`src/rtl/tpiu_frame_decoder.sv`:
```
// Decodes toggle-flagged 128-bit TPIU frames into an ID-tagged byte stream; first byte valid 3 clk after FrAvail is sampled.
// Backpressure: a stalled output holds the frame, one more frame waits in the holding buffer, and any later frame is counted and dropped.
module tpiu_frame_decoder #(
    parameter int DROP_NULL_ID = 1,
    parameter int OVF_BITS     = 8
) (
    input  logic                clk,
    input  logic                rst,
    input  logic                FrAvail,
    input  logic [127:0]        Frame,
    input  logic                outReady,
    output logic                outValid,
    output logic [7:0]          outByte,
    output logic [6:0]          outId,
    output logic [15:0]         frameCount,
    output logic [OVF_BITS-1:0] ovfCount
);

    localparam logic STATE_IDLE = 1'b0;
    localparam logic STATE_EMIT = 1'b1;

    logic                s1, s2, lastSample;
    logic [1:0]          armCnt;
    logic                armed, newFrame;

    logic [127:0]        holdFrame, workFrame;
    logic                hFull;
    logic                state;
    logic [3:0]          idx;
    logic [6:0]          curId, pendId;
    logic                pendVld;

    logic [7:0]          frameBytes [0:15];
    logic [7:0]          curByte, auxByte, dataByte;
    logic                auxBit, isIdChange, dropNull, wantOut, posDone, lastPos;
    logic                loadWork, takeFrame, dropFrame;
    logic [6:0]          newId;

    // Edge detection stays disarmed for 3 clk after reset so a FrAvail level held through reset is not seen as a toggle.
    always_ff @(posedge clk or posedge rst) begin
        if (rst) begin
            s1         <= 1'b0;
            s2         <= 1'b0;
            lastSample <= 1'b0;
            armCnt     <= 2'd0;
        end else begin
            s1         <= FrAvail;
            s2         <= s1;
            lastSample <= s2;
            if (armCnt != 2'd3)
                armCnt <= armCnt + 2'd1;
        end
    end

    assign armed    = (armCnt == 2'd3);
    assign newFrame = armed & (s2 ^ lastSample);

    always_comb begin
        for (int i = 0; i < 16; i++)
            frameBytes[i] = workFrame[127 - 8*i -: 8];
    end

    assign curByte    = frameBytes[idx];
    assign auxByte    = workFrame[7:0];
    assign auxBit     = auxByte[idx[3:1]];
    assign isIdChange = ~idx[0] & curByte[0];
    assign newId      = curByte[7:1];
    assign dataByte   = idx[0] ? curByte : {curByte[7:1], auxBit};
    assign dropNull   = (DROP_NULL_ID != 0) && (curId == 7'd0);
    assign wantOut    = (state == STATE_EMIT) && !isIdChange && !dropNull;
    assign posDone    = (state == STATE_EMIT) && (!wantOut || outReady);
    assign lastPos    = (idx == 4'd14);

    // The holding slot frees on the same edge it hands over, so a coincident new frame still fits.
    assign loadWork   = (state == STATE_IDLE) && hFull;
    assign takeFrame  = newFrame && (!hFull || loadWork);
    assign dropFrame  = newFrame && !takeFrame;

    assign outValid   = wantOut;
    assign outByte    = wantOut ? dataByte : 8'd0;
    assign outId      = wantOut ? curId : 7'd0;

    always_ff @(posedge clk or posedge rst) begin
        if (rst) begin
            holdFrame  <= '0;
            hFull      <= 1'b0;
            frameCount <= 16'd0;
            ovfCount   <= '0;
        end else begin
            if (takeFrame) begin
                holdFrame  <= Frame;
                hFull      <= 1'b1;
                frameCount <= frameCount + 16'd1;
            end else if (loadWork) begin
                hFull      <= 1'b0;
            end
            if (dropFrame && (ovfCount != {OVF_BITS{1'b1}}))
                ovfCount <= ovfCount + {{(OVF_BITS-1){1'b0}}, 1'b1};
        end
    end

    always_ff @(posedge clk or posedge rst) begin
        if (rst) begin
            state     <= STATE_IDLE;
            workFrame <= '0;
            idx       <= 4'd0;
            curId     <= 7'd0;
            pendId    <= 7'd0;
            pendVld   <= 1'b0;
        end else if (loadWork) begin
            workFrame <= holdFrame;
            idx       <= 4'd0;
            state     <= STATE_EMIT;
        end else if (posDone) begin
            if (isIdChange) begin
                // A deferred change at the final position has no following byte, so it lands at end of frame.
                if (auxBit && !lastPos) begin
                    pendId  <= newId;
                    pendVld <= 1'b1;
                end else begin
                    curId   <= newId;
                end
            end else if (pendVld) begin
                curId   <= pendId;
                pendVld <= 1'b0;
            end
            if (lastPos)
                state <= STATE_IDLE;
            else
                idx <= idx + 4'd1;
        end
    end

endmodule

```
`config.mk`:
```
export PLATFORM = sky130hd
export DESIGN_NAME = tpiu_frame_decoder
export DESIGN_NICKNAME = d
export VERILOG_FILES = /design/src/rtl/tpiu_frame_decoder.sv
export SDC_FILE = /design/constraint.sdc
export NUM_CORES = 1
export LEC_CHECK = 0
export ABC_CLOCK_PERIOD_IN_PS = 22500
export CORE_MARGIN = 2
export CORE_UTILIZATION = 59
export CTS_BUF_LIST = sky130_fd_sc_hd__clkbuf_4 sky130_fd_sc_hd__clkbuf_8 sky130_fd_sc_hd__clkbuf_16
export DETAILED_ROUTE_END_ITERATION = 10
export GPL_TIMING_DRIVEN = 0
export HOLD_SLACK_MARGIN = 0.08
export PLACE_DENSITY = 0.85
export REMOVE_ABC_BUFFERS = 1
export SETUP_SLACK_MARGIN = 0.3
export SYNTH_ARGS = -nofsm -noshare
export SYNTH_HDL_FRONTEND = slang
export SYNTH_SLANG_ARGS = --single-unit
```
`constraint.sdc`:
```
create_clock -name clk -period 22.5 [get_ports clk]
set_clock_uncertainty 0.1 [all_clocks]
set_input_delay 3.375 -clock clk [delete_from_list [all_inputs] [get_ports clk]]
set_output_delay 3.375 -clock clk [all_outputs]
set_load 0.02 [all_outputs]
```
# Yosys cells after proc, flatten, opt, wreduce, memory -nomap -nowiden
# Cells that the tools add are included.
classes:
  n_addsub: 4
  magnitude_cmp: 2
  eq_ne: 7
  mux: 21
  bitwise_logic: 7
  n_reduce_logical: 26
ops:
  columns: ["operator", "count"]
  rows:
  - ["8-bit binary-select mux with 4-bit select", 1]
  - ["7-bit two-way mux", 4]
  - ["8-bit two-way mux", 3]
  - ["16-bit by 1-bit adder with 16-bit output, second input constant", 1]
  - ["4-bit two-way mux", 3]
  - ["1-bit two-way mux", 9]
  - ["8-bit by 1-bit adder with 8-bit output, second input constant", 1]
  - ["1-bit logical AND", 8]
  - ["8-bit inequality test, second input constant", 1]
  - ["4-bit AND reduction", 2]
  - ["2-bit nonzero test", 4]
  - ["7-bit logical NOT", 1]
  - ["1-bit logical NOT", 6]
  - ["5-bit greater-or-equal comparator, second input constant", 1]
  - ["4-bit NOT with 5-bit output", 1]
  - ["4-bit by 1-bit adder with 4-bit output, second input constant", 1]
  - ["4-bit equality test, second input constant", 1]
  - ["3-bit by 4-bit less-than comparator with 1-bit output, second input constant", 1]
  - ["2-bit by 1-bit inequality test with 1-bit output, second input constant", 2]
  - ["2-bit inequality test, second input constant", 2]
  - ["2-bit AND reduction", 2]
  - ["1-bit binary-select mux with 3-bit select", 1]
  - ["1-bit NOT", 3]
  - ["3-bit AND reduction", 1]
  - ["5 further kinds", 7]
word_totals:
  register_bits: 306
  in_bits: 132

# Longest topological paths before layout
logic_depth:
  ltp_word: 13
  depth_mapped: 10

# Worst setup path after synthesis
# No wires, ideal clock.
synth_timing:
  kind: "reg2out"
  startpoint: "reg idx[0]"
  endpoint: "out outByte[2]"
  arrival_ps: 2043
  setup_slack_ps: 16982
  path_stages_with_launch: 9
  n_path_buf: 2
  path_cell_list: "dfrtp_1 buf_4 mux4_2 a2bb2oi_2 a31oi_4 nand3_1 inv_1 buf_2 and2_1"
synth_between:
  elab_chain_len: 9
synth_lines:
  columns: ["item", "line", "text"]
  rows:
  - ["start: declaration", "29", "logic [3:0] idx;"]
  - ["start signal: assignment", "130", "idx <= idx + 4'd1;"]
  - ["4-bit NOT with 5-bit output (not written as such)", "63", "assign curByte = frameBytes[idx];"]
  - ["8-bit binary-select mux with 4-bit select", "63", null]
  - ["8-bit two-way mux (not written as such) (2 in series)", "63", null]
  - ["1-bit bitwise AND *", "66", "assign isIdChange = ~idx[0] & curByte[0];"]
  - ["1-bit logical NOT *", "70", "assign wantOut = (state == STATE_EMIT) && !isIdChange && !dropNull;"]
  - ["1-bit logical AND * (2 in series)", "70", null]
  - ["via outValid", "12", "output logic outValid,"]
  - ["8-bit two-way mux *", "80", "assign outByte = wantOut ? dataByte : 8'd0;"]
  - ["end: declaration", "13", "output logic [7:0] outByte,"]
# Mark *: on every way through the listed nets, which the timed path passes. The rest lies on a longest branch. The select of a mux whose other input is x is not followed.

# Final worst setup path
layout_timing:
  startpoint: "reg idx[2]"
  endpoint: "out outId[1]"
layout_between:
  elab_chain_len: 9
layout_lines:
  columns: ["item", "line", "text"]
  rows:
  - ["4-bit NOT with 5-bit output (not written as such)", "63", null]
  - ["8-bit binary-select mux with 4-bit select", "63", null]
  - ["8-bit two-way mux (not written as such) (2 in series)", "63", null]
  - ["1-bit bitwise AND", "66", null]
  - ["1-bit logical NOT", "70", null]
  - ["1-bit logical AND (2 in series)", "70", null]
  - ["7-bit two-way mux", "81", "assign outId = wantOut ? curId : 7'd0;"]
  - ["end: declaration", "14", "output logic [6:0] outId,"]
# Every way passes these cells. The select of a mux whose other input is x is not followed.

==> results.sh <==
export IMPL_grt_use_total=0.226
export IMPL_cpPeakStageDelay_ns=1.13
export IMPL_crit_arrival_ns=4.13
export IMPL_clock_sinks=306
export IMPL_cts_buffers=31
export IMPL_synth_compound_area_share=0.0206
export IMPL_path_class="reg2out"
export IMPL_max_freq_mhz=132
export IMPL_syn_area_mm2=0.0129
export IMPL_gp_congestion=0.777
export IMPL_first_pass_iters=4
export IMPL_tritoncts="done"
export IMPL_grt_max_degree=129
export IMPL_initial_core_util=0.596
export IMPL_layout_common_cells="dfrtp_1, mux2_2, clkdlybuf4s50_1"
export IMPL_antenna_found_initial=0
export IMPL_cts_resized=0
export IMPL_grt_pass1_wl_um=42500
export IMPL_crit_fanout=27
export IMPL_cp_slowest_cell="dfrtp_1"
export IMPL_synth_top_cell_by_area="dfrtp_1"
export IMPL_multi_input_area_mm2=0.00503
export IMPL_die_w_um=152
export IMPL_coreArea_mm2=0.0217
export IMPL_drive_above_1_share=0.370
export IMPL_syn_inst=846
export IMPL_synth_warnings=0
export IMPL_synthTopCellsByArea="dfrtp_1, mux2_2, mux4_2, mux2i_1, xnor2_1"
export IMPL_tns_ns=0
export IMPL_synth_mux_area_fraction=0.306
export IMPL_hpwlAfterDp_um=16800
export IMPL_avgSynthCellArea_um2=15.3
export IMPL_end_kind="primary output"
export IMPL_rows=54
export IMPL_vias=7454
export IMPL_cts_root_buf="clkbuf_16"
export IMPL_grt_pass1_vias=8056
export IMPL_setup_viol=0
export IMPL_ys_seq_area_frac=0.593
export IMPL_drv_cap=0
export IMPL_post_route_util=0.739
export IMPL_seqCellArea_mm2=0.00766
export IMPL_nFillCells=1376
export IMPL_ys_seq_elements=306
export IMPL_yosysTopAreaCellShare=0.593
export IMPL_cts_hold_buf=0
export IMPL_start_kind="register"
export IMPL_yosys_area_share_adder=0.00484
export IMPL_grt_overflow=0
export IMPL_hp_class="reg2reg"
export IMPL_die_area_mm2=0.0231
export IMPL_clkTransAtPathRegs_ns=0.06
export IMPL_async_reset_ff_frac=1.00
export IMPL_final_period_utilization=0.338
export IMPL_path_buf_inv=2
export IMPL_drv_slew=0
export IMPL_synth_distinct_cells=43
export IMPL_cts_max_level=1
export IMPL_area_growth_pct=24.1
export IMPL_crit_chain="a31oi_1, a31oi_4, nand3_1, inv_1, and2_1, clkdlybuf4s50_1"
export IMPL_status="finished, final reports clean"
export IMPL_yosys_area_share_simple=0.0393
export IMPL_worst_pin_slew_ns=1.19
export IMPL_route_detailed_drc=0
export IMPL_min_period_ns=7.60
export IMPL_finalHoldViolations=0
export IMPL_final_nets=1151
export IMPL_relSlewSlack=0.208
export IMPL_cts_buffer_depth=3
export IMPL_post_cts_buffers=0
export IMPL_postRouteWirelength_um=25800
export IMPL_diodes=0
export IMPL_vias_per_cell=5.66
export IMPL_layout_commonest_cell="dfrtp_1"
export IMPL_numPortBuffers=171
export IMPL_pin_count=172
export IMPL_powerDensity_mw_per_mm2=146
export IMPL_power_leakage_nw=6.85
export IMPL_wl_per_cell_um=19.6
export IMPL_synthXorXnorAreaFrac=0.0176
export IMPL_chipHeight_um=152
export IMPL_synth_top_family_by_area="multiplexers"
export IMPL_ant_nets=0
export IMPL_cp_data_required_time_ns=19.03
export IMPL_rsz0062_at_grt="false"
export IMPL_synthFlopType="dfrtp_1"
export IMPL_vdd_drop_max_mv=0.0723
export IMPL_first_iter_violations=410
export IMPL_synth_edff_count=0
export IMPL_clk_latency_ns=0.55
export IMPL_critPathTopFamily="flip-flops"
[worst paths after layout]
check | start | end | slack, ns | depth (start not counted)
setup / recovery | idx[2] | outId[1] | 14.90 | 6
hold / removal | s1 | s2 | 0.25 | 0
setup reg to reg | idx[2] | curId[3] | 19.45 | 5
hold reg to reg | s1 | s2 | 0.25 | 0
max in group asynchronous | rst | holdFrame[36] | 18.12 | 3
min in group asynchronous | rst | frameCount[11] | 3.20 | 2
[registers in the layout (all words and copies together), names as in the netlist]
signal / flops
state: 1
pendVld: 1
frameCount: 16
pendId: 7
s2: 1
curId: 7
s1: 1
lastSample: 1
hFull: 1
armCnt: 2
ovfCount: 8
idx: 4
holdFrame: 128
frameBytes: 128
[cell usage after synthesis (2+ instances only)]
master      n
a21oi_1     5
a22oi_1    11
and2_1     14
and3_1      9
and4_1      3
buf_2      14
buf_4       3
buf_6       4
clkbuf_1   25
dfrtp_1   306
ha_1        5
inv_1       4
mux2_2    280
mux2i_1    21
mux4_2     26
nand2_1    26
nand3_1    13
nand4_1     5
nor2_1     11
nor2b_1     7
nor3_1      4
o211ai_1    3
o21a_1      2
o21ai_0     2
xnor2_1    16
xor2_1     10
[metrics by stage]
stage | area (um2) | setup slack, ns | instances | power, mW | hold slack, ns
finish | 16000 | 14.90 | 1316 | 2.34 | 0.251
global route | 16000 | 14.64 | 1316 | 2.47 | 0.263
CTS | 16000 | 14.86 | 1316 | 2.36 | 0.254
detailed placement | 15000 | 15.46 | 1261 | 1.84 | 0.240
global placement | 14700 | 7.05 | 1250 | 1.83 | 0.234
floorplan | 12700 | 10.57 | 799 | 1.57 | 0.231
[cell families (layout without fill, tap and decap cells)]
group	Yosys count	after routing
DFF	306	306
buffers and inverters	51	241
and+or+nand+nor	97	97
AOI/OAI and AO/OA	34	34
xor gates and xnor gates	26	26
adders and majority gates	5	5
muxes	327	327
[layer usage]
layer  wire, um  global-route usage  vias up
met2      12600               0.378      159
met1      11600               0.311     3855
met4        629              0.0583        0
li1           -                   -     3395
met5          0                   0        -
met3        991              0.0391       45
[final cells by class]
class | instances | area share
clock inverters | 13 | 0.00796
multi-input cells | 489 | 0.313
well taps | 280 | 0.0219
flip-flops and latches | 306 | 0.478
clock buffers | 42 | 0.0547
repair buffers | 182 | 0.123
inverters | 4 | 0.00140
[power by group]
| part | switching, mW | internal [mW] |
|---|---|---|
| clock network | 0.209 | 0.296 |
| registers | 0.165 | 0.808 |
| logic | 0.358 | 0.499 |
| total | 0.732 | 1.60 |
(Power assumes the default switching activity.)
